## config.mk

```make
export PLATFORM = sky130hd
export DESIGN_NAME = norm_48bits
export DESIGN_NICKNAME = d
export VERILOG_FILES = /design/src/rtl/norm_48bits_pkg.sv /design/src/rtl/lzd_48bits.sv /design/src/rtl/norm_48bits.sv
export SDC_FILE = /design/constraint.sdc
export NUM_CORES = 1
export LEC_CHECK = 0
export ABC_AREA = 1
export ABC_CLOCK_PERIOD_IN_PS = 10350
export CORE_MARGIN = 2
export CORE_UTILIZATION = 40
export DETAILED_ROUTE_END_ITERATION = 7
export SLEW_MARGIN = 30
export SYNTH_ARGS = -nofsm -noshare
export SYNTH_HDL_FRONTEND = slang
export SYNTH_SLANG_ARGS = --single-unit
```

## constraint.sdc

```tcl
create_clock -name clk -period 10.35 [get_ports clk]
set_input_delay 2.07 -clock clk [delete_from_list [all_inputs] [get_ports clk]]
set_output_delay 2.07 -clock clk [all_outputs]
set_load 0.03 [all_outputs]
```

## src/rtl/norm_48bits_pkg.sv

```systemverilog
// Shared constants and operand type for the 48-bit mantissa normalize/round datapath.
package norm_48bits_pkg;
    localparam int MANT_W     = 48;
    localparam int LZ_W       = 6;
    localparam int LZ_ZERO    = 48;
    localparam int NORM_EXP_W = 8;

    typedef struct packed {
        logic [MANT_W-1:0]     mant;
        logic [NORM_EXP_W-1:0] exp;
        logic                  sign;
    } norm_op_t;
endpackage

```

## src/rtl/lzd_48bits.sv

```systemverilog
// Leading-zero detector: p = number of zeros above the highest set bit, v = any bit set.
module lzd_48bits
    import norm_48bits_pkg::*;
(
    input  logic [MANT_W-1:0] in_mant,
    output logic [LZ_W-1:0]   p,
    output logic              v
);
    always_comb begin
        p = '0;
        v = |in_mant;
        // Ascending scan: the highest set bit is the last to write p.
        for (int i = 0; i < MANT_W; i++) begin
            if (in_mant[i]) p = LZ_W'(MANT_W - 1 - i);
        end
    end
endmodule

```

## src/rtl/norm_48bits.sv

```systemverilog
// Two-stage valid/ready mantissa normalizer: S1 = LZD, S2 = barrel shift + exponent adjust.
// Optional performance counters are built when NORM_PERF_CNT_EN is defined.
module norm_48bits
    import norm_48bits_pkg::*;
#(
    parameter int EXP_W = 8
) (
    input  logic              clk,
    input  logic              rst,
    input  logic              in_valid,
    output logic              in_ready,
    input  logic [MANT_W-1:0] in_mant,
    input  logic [EXP_W-1:0]  in_exp,
    input  logic              in_sign,
    output logic              out_valid,
    input  logic              out_ready,
    output logic [MANT_W-1:0] out_mant,
    output logic [EXP_W-1:0]  out_exp,
    output logic              out_sign,
    output logic              out_zero,
    output logic              out_uflow
`ifdef NORM_PERF_CNT_EN
    ,
    output logic [15:0]       cnt_norm,
    output logic [15:0]       cnt_uflow
`endif
);
    logic [LZ_W-1:0]   lzd_p;
    logic              lzd_v;
    logic [LZ_W-1:0]   in_lz;

    logic              s1_valid;
    logic [MANT_W-1:0] s1_mant;
    logic [EXP_W-1:0]  s1_exp;
    logic              s1_sign;
    logic [LZ_W-1:0]   s1_lz;

    logic              s2_adv;
    logic              s2_zero;
    logic              s2_uflow;
    logic [LZ_W-1:0]   s2_shift;
    logic [EXP_W:0]    s2_exp_diff;
    logic [MANT_W-1:0] s2_mant;
    logic [EXP_W-1:0]  s2_exp;

    lzd_48bits u_lzd (
        .in_mant (in_mant),
        .p       (lzd_p),
        .v       (lzd_v)
    );

    assign in_lz    = lzd_v ? lzd_p : LZ_W'(LZ_ZERO);
    assign s2_adv   = !out_valid || out_ready;
    assign in_ready = !s1_valid || s2_adv;

    always_ff @(posedge clk) begin
        if (rst) begin
            s1_valid <= 1'b0;
            s1_mant  <= '0;
            s1_exp   <= '0;
            s1_sign  <= 1'b0;
            s1_lz    <= '0;
        end else if (in_ready) begin
            s1_valid <= in_valid;
            if (in_valid) begin
                s1_mant <= in_mant;
                s1_exp  <= in_exp;
                s1_sign <= in_sign;
                s1_lz   <= in_lz;
            end
        end
    end

    // When the exponent limits the shift it is below lz (<= 47), so it fits in LZ_W bits.
    always_comb begin
        s2_zero     = (s1_lz == LZ_W'(LZ_ZERO));
        s2_uflow    = !s2_zero && (EXP_W'(s1_lz) > s1_exp);
        s2_shift    = s2_uflow ? s1_exp[LZ_W-1:0] : s1_lz;
        s2_exp_diff = {1'b0, s1_exp} - (EXP_W+1)'(s2_shift);
        s2_mant     = s1_mant << s2_shift;
        s2_exp      = s2_exp_diff[EXP_W] ? '0 : s2_exp_diff[EXP_W-1:0];
        if (s2_zero) begin
            s2_mant = '0;
            s2_exp  = '0;
        end
    end

    always_ff @(posedge clk) begin
        if (rst) begin
            out_valid <= 1'b0;
            out_mant  <= '0;
            out_exp   <= '0;
            out_sign  <= 1'b0;
            out_zero  <= 1'b0;
            out_uflow <= 1'b0;
        end else if (s2_adv) begin
            out_valid <= s1_valid;
            if (s1_valid) begin
                out_mant  <= s2_mant;
                out_exp   <= s2_exp;
                out_sign  <= s1_sign;
                out_zero  <= s2_zero;
                out_uflow <= s2_uflow;
            end
        end
    end

`ifdef NORM_PERF_CNT_EN
    logic out_xfer;
    assign out_xfer = out_valid && out_ready;

    always_ff @(posedge clk) begin
        if (rst) begin
            cnt_norm  <= '0;
            cnt_uflow <= '0;
        end else begin
            if (out_xfer && !out_zero && cnt_norm != 16'hFFFF)
                cnt_norm <= cnt_norm + 16'd1;
            if (out_xfer && out_uflow && cnt_uflow != 16'hFFFF)
                cnt_uflow <= cnt_uflow + 16'd1;
        end
    end
`endif
endmodule

```

## Yosys cells after proc, flatten, opt, wreduce, memory -nomap -nowiden

Index checks and enable logic that the tools add are counted.

| word-level totals | value |
|---|---|
| logic and storage cells | 77 |
| bits in registers | 124 |
| input port bits | 61 |
| output and inout port bits | 61 |

| cells by class | value |
|---|---|
| muxes and demuxes | 53 |
| equal/unequal tests | 1 |
| magnitude comparators | 1 |
| $add $sub $neg | 1 |
| shift-type cells | 1 |
| reductions and logical operators | 9 |

Operators by type and width:

| kind | number |
|---|---|
| 6-bit 2-to-1 mux | 50 |
| 48-bit 2-to-1 mux | 1 |
| 48-bit OR reduction | 1 |
| 48-bit by 6-bit << shifter with 48-bit output | 1 |
| 8-bit 2-to-1 mux | 2 |
| 8-bit by 6-bit subtractor with 9-bit output | 1 |
| 6-bit by 8-bit > comparator with 1-bit output | 1 |
| 6-bit equality test, second input constant | 1 |
| 2-bit AND reduction | 2 |
| 1-bit zero test | 3 |
| 1-bit logical OR | 2 |
| 1-bit logical AND | 1 |

## Logic depth before layout (Yosys ltp)

| depth | value |
|---|---|
| depth after elaboration | 49 |
| mapped depth | 49 |
| depth with buffers taken out | 49 |

## Cells and area by module

From an unflattened synthesis, not the netlist that was laid out.

| second synthesis, totals | value |
|---|---|
| cell total of the unflattened synthesis | 1,486 |
| area total of the unflattened synthesis | 8,688.3 um2 |

Modules (own cells, without submodules):

| module | instances | cells an instance | area each (um2) |
|---|---|---|---|
| norm_48bits | 1 | 1,320 | 7,957.6 |
| lzd_48bits | 1 | 166 | 730.7 |

## Least setup slack after synthesis

Ideal clock, no wire load.

| path | value |
|---|---|
| path type | input to output |
| start point | in out_ready |
| end point | out in_ready |
| buffers on the path | 0 |
| slack | 5.888 ns |
| data required time | 8.280 ns |
| arrival time | 2.392 ns |
| stages | 2 |
| cell sequence | inv_1 > nand3_1 |

| on the way | value |
|---|---|
| cells in the longest elaborated chain, start to end | 2 |

RTL lines:

| what | RTL line | text |
|---|---|---|
| start: declaration | norm_48bits.sv:16 | `input logic out_ready,` |
| 1-bit logical OR | norm_48bits.sv:53 | `assign s2_adv = !out_valid \|\| out_ready;` |
| 1-bit logical OR | norm_48bits.sv:54 | `assign in_ready = !s1_valid \|\| s2_adv;` |
| end: declaration | norm_48bits.sv:11 | `output logic in_ready,` |

No other way between the ends.

## Final worst setup path

Same ends and word-level chain as after synthesis.

==> out/metrics.cfg <==
[run_status]
status=complete, no violations

[synthesis]
synth_commonest_cells=384 x nand2_1, 139 x a21oi_1, 129 x o21ai_1, 124 x dfxtp_1, 119 x inv_1
ys_top_cells_by_area=dfxtp_1 32%, nand2_1 18%, a21oi_1 8.9%
yosysSeqAreaShare_pct=31.7
netlist_area_um2=7830
async_flop_share_pct=0
syn_area_per_cell_um2=6.06
synth_edf_count=0
synthCells=1292
synth_top_area_share_pct=31.7
synth_top_area_cell=dfxtp_1
yosysMostFrequentCell=nand2_1
ys_warn_count=0
synthFlopType=dfxtp_1
ys_ff_latch=124
ys_types=40
syn_nets=1366

[sta]
max_slew_margin_pct=44.6
final_hold_viol_count=0
rsz0062_at_grt=no
fin_crit_ps=5460
fin_crit_sh_pct=52.8
slew_violations=0
finalSetupViolCount=0
fin_worst_skew_ps=10.1
whs_ps=463
tightest_slew_ps=830
max_clock_freq_mhz=183
finalSetupTns_ps=0

[finish]
drive_above_1_share_pct=6.34
diodes=0
final_cell_area_um2=9720
nets=1434
final_cells=1638
synthToLayoutAreaGrowth_pct=24.2

[clocking]
cts_root_buffer=clkbuf_16
ctsResizeCount=0
numCtsBuffers=17
cts.sink_count=124
cts_tree=yes
cts_hold_buf=0
cts_setup_buffers=0
clk_pin_slew_ps=60
cts_buffer_depth=2
htreeDepth=4
clock_latency_ps=430

[worst_setup_path]
r2r-start=s1_exp[1]
cp-start-kind=primary input
cp_max_fo=3
cp_data_arrival_time_ps=3390
crit_required_ps=8280
end_kind=output pin
crit_type=in -> out
r2r_setup_slack_ps=5350
crit_start=out_ready

[min_path]
hold_path_class=reg -> reg
hp-start=out_mant[30]

[grt]
grt_pass1_wl_um=37900
grt_pass1_vias=7348
track_usage_pct=23.4
antenna_found_initial=0
grt_max_degree=80
grt_overflow_total=0

[power_and_ir_drop]
finalPower_mw=1.74
vdd_drop_max_mv=0.112
p_leak_nw=4.03
power_per_cell_area_nw_per_um2=179

[floorplan]
die_w_um=144
die_area_um2=20700
io-pin-count=122
row_count=51
coreArea_um2=19300
start_util_pct=40.5
die_y_um=144

[routing]
first_pass_iters=6
drtIter0Drc=669
drc=0
via_per_inst=5.07
vias=8302
wirelength_um=23500
wl_per_cell_um=14.4
detail-route-antenna-nets=0

[placement]
place_congestion=0.891
dp.cells=1606
port_buffers=121
dpl-instance-area_um2=9150
dpl.hpwl_um=17500

[flow_run]
maxCapViolations=0

-- area by class of cell --
| class | instances | area [um^2] |
|---|---|---|
| repair buffers | 133 | 1300 |
| well taps | 265 | 332 |
| multi-input cells | 934 | 4430 |
| fillers | 2061 | 9620 |
| clock buffers | 17 | 425 |
| flip-flops and latches | 124 | 2480 |
| clock inverters | 15 | 148 |
| inverters | 150 | 604 |
-- layer usage --
metal	vias to the layer above	GRT usage, %	wire, um
met2	199	35.5	10100
met3	36	3.60	1020
met4	0	7.84	535
li1	4361	-	-
met1	3706	33.6	11900
met5	-	0	0
-- stage by stage --
stage	util (%)	setup WS, ps
after detailed placement	47.3	4890
after floorplan	-	5890
after global routing	50.3	4800
final	50.3	4890
after global placement	47.3	4920
after CTS	50.3	4880
-- final timing paths --
check	to	depth (start not counted)
min reg2reg	out_mant[30]	2
min	out_mant[30]	2
max	in_ready	4
max reg2reg	out_exp[5]	26
-- cells by family after synthesis --
group | after synthesis | share of synthesized area, %
simple gates | 513 | 25.6
compound gates | 403 | 27.7
buf+inv | 234 | 12.2
flops | 124 | 31.7
fa+ha+maj | 13 | 2.17
mux | 3 | 0.384
xor+xnor | 2 | 0.224
-- registers in the layout (all words and copies together) (netlist names), 6 cells and up --
register and flops:
s1_exp 8, out_exp 8, out_mant 48, s1_lz 6, s1_mant 48
-- report_power, final --
| part | total, mW | switching [mW] | internal, mW |
|---|---|---|---|
| clock network | 0.589 | 0.268 | 0.320 |
| logic | 0.614 | 0.412 | 0.202 |
| registers | 0.535 | 0.0211 | 0.514 |
-- worst max-delay path: stages --
cell             delay, ps
clkdlybuf4s50_1        460
inv_1                   50
nand3_1                120
clkdlybuf4s50_1        690
-- layout by cell type (no fill, tap or decap), drive strengths merged --
master	count
inv	156
a32o	1
o211ai	27
clkinvlp	3
a32oi	1
bufinv	3
fa	1
or2	5
nor2	77
a21oi	140
o21ai	211
a31oi	6
clkdlybuf4s50	120
ha	12
dfxtp	124
o21bai	2
nand2	385
nor4	1
clkinv	3
mux2i	3
nor3	6
nand3b	1
o2111ai	1
buf	13
clkbuf	17
o311ai	2
o221ai	7
nand4	2
nand3	36
o31ai	1
a211oi	4
xor2	2
Note: power is estimated with default switching activity, not from simulation.
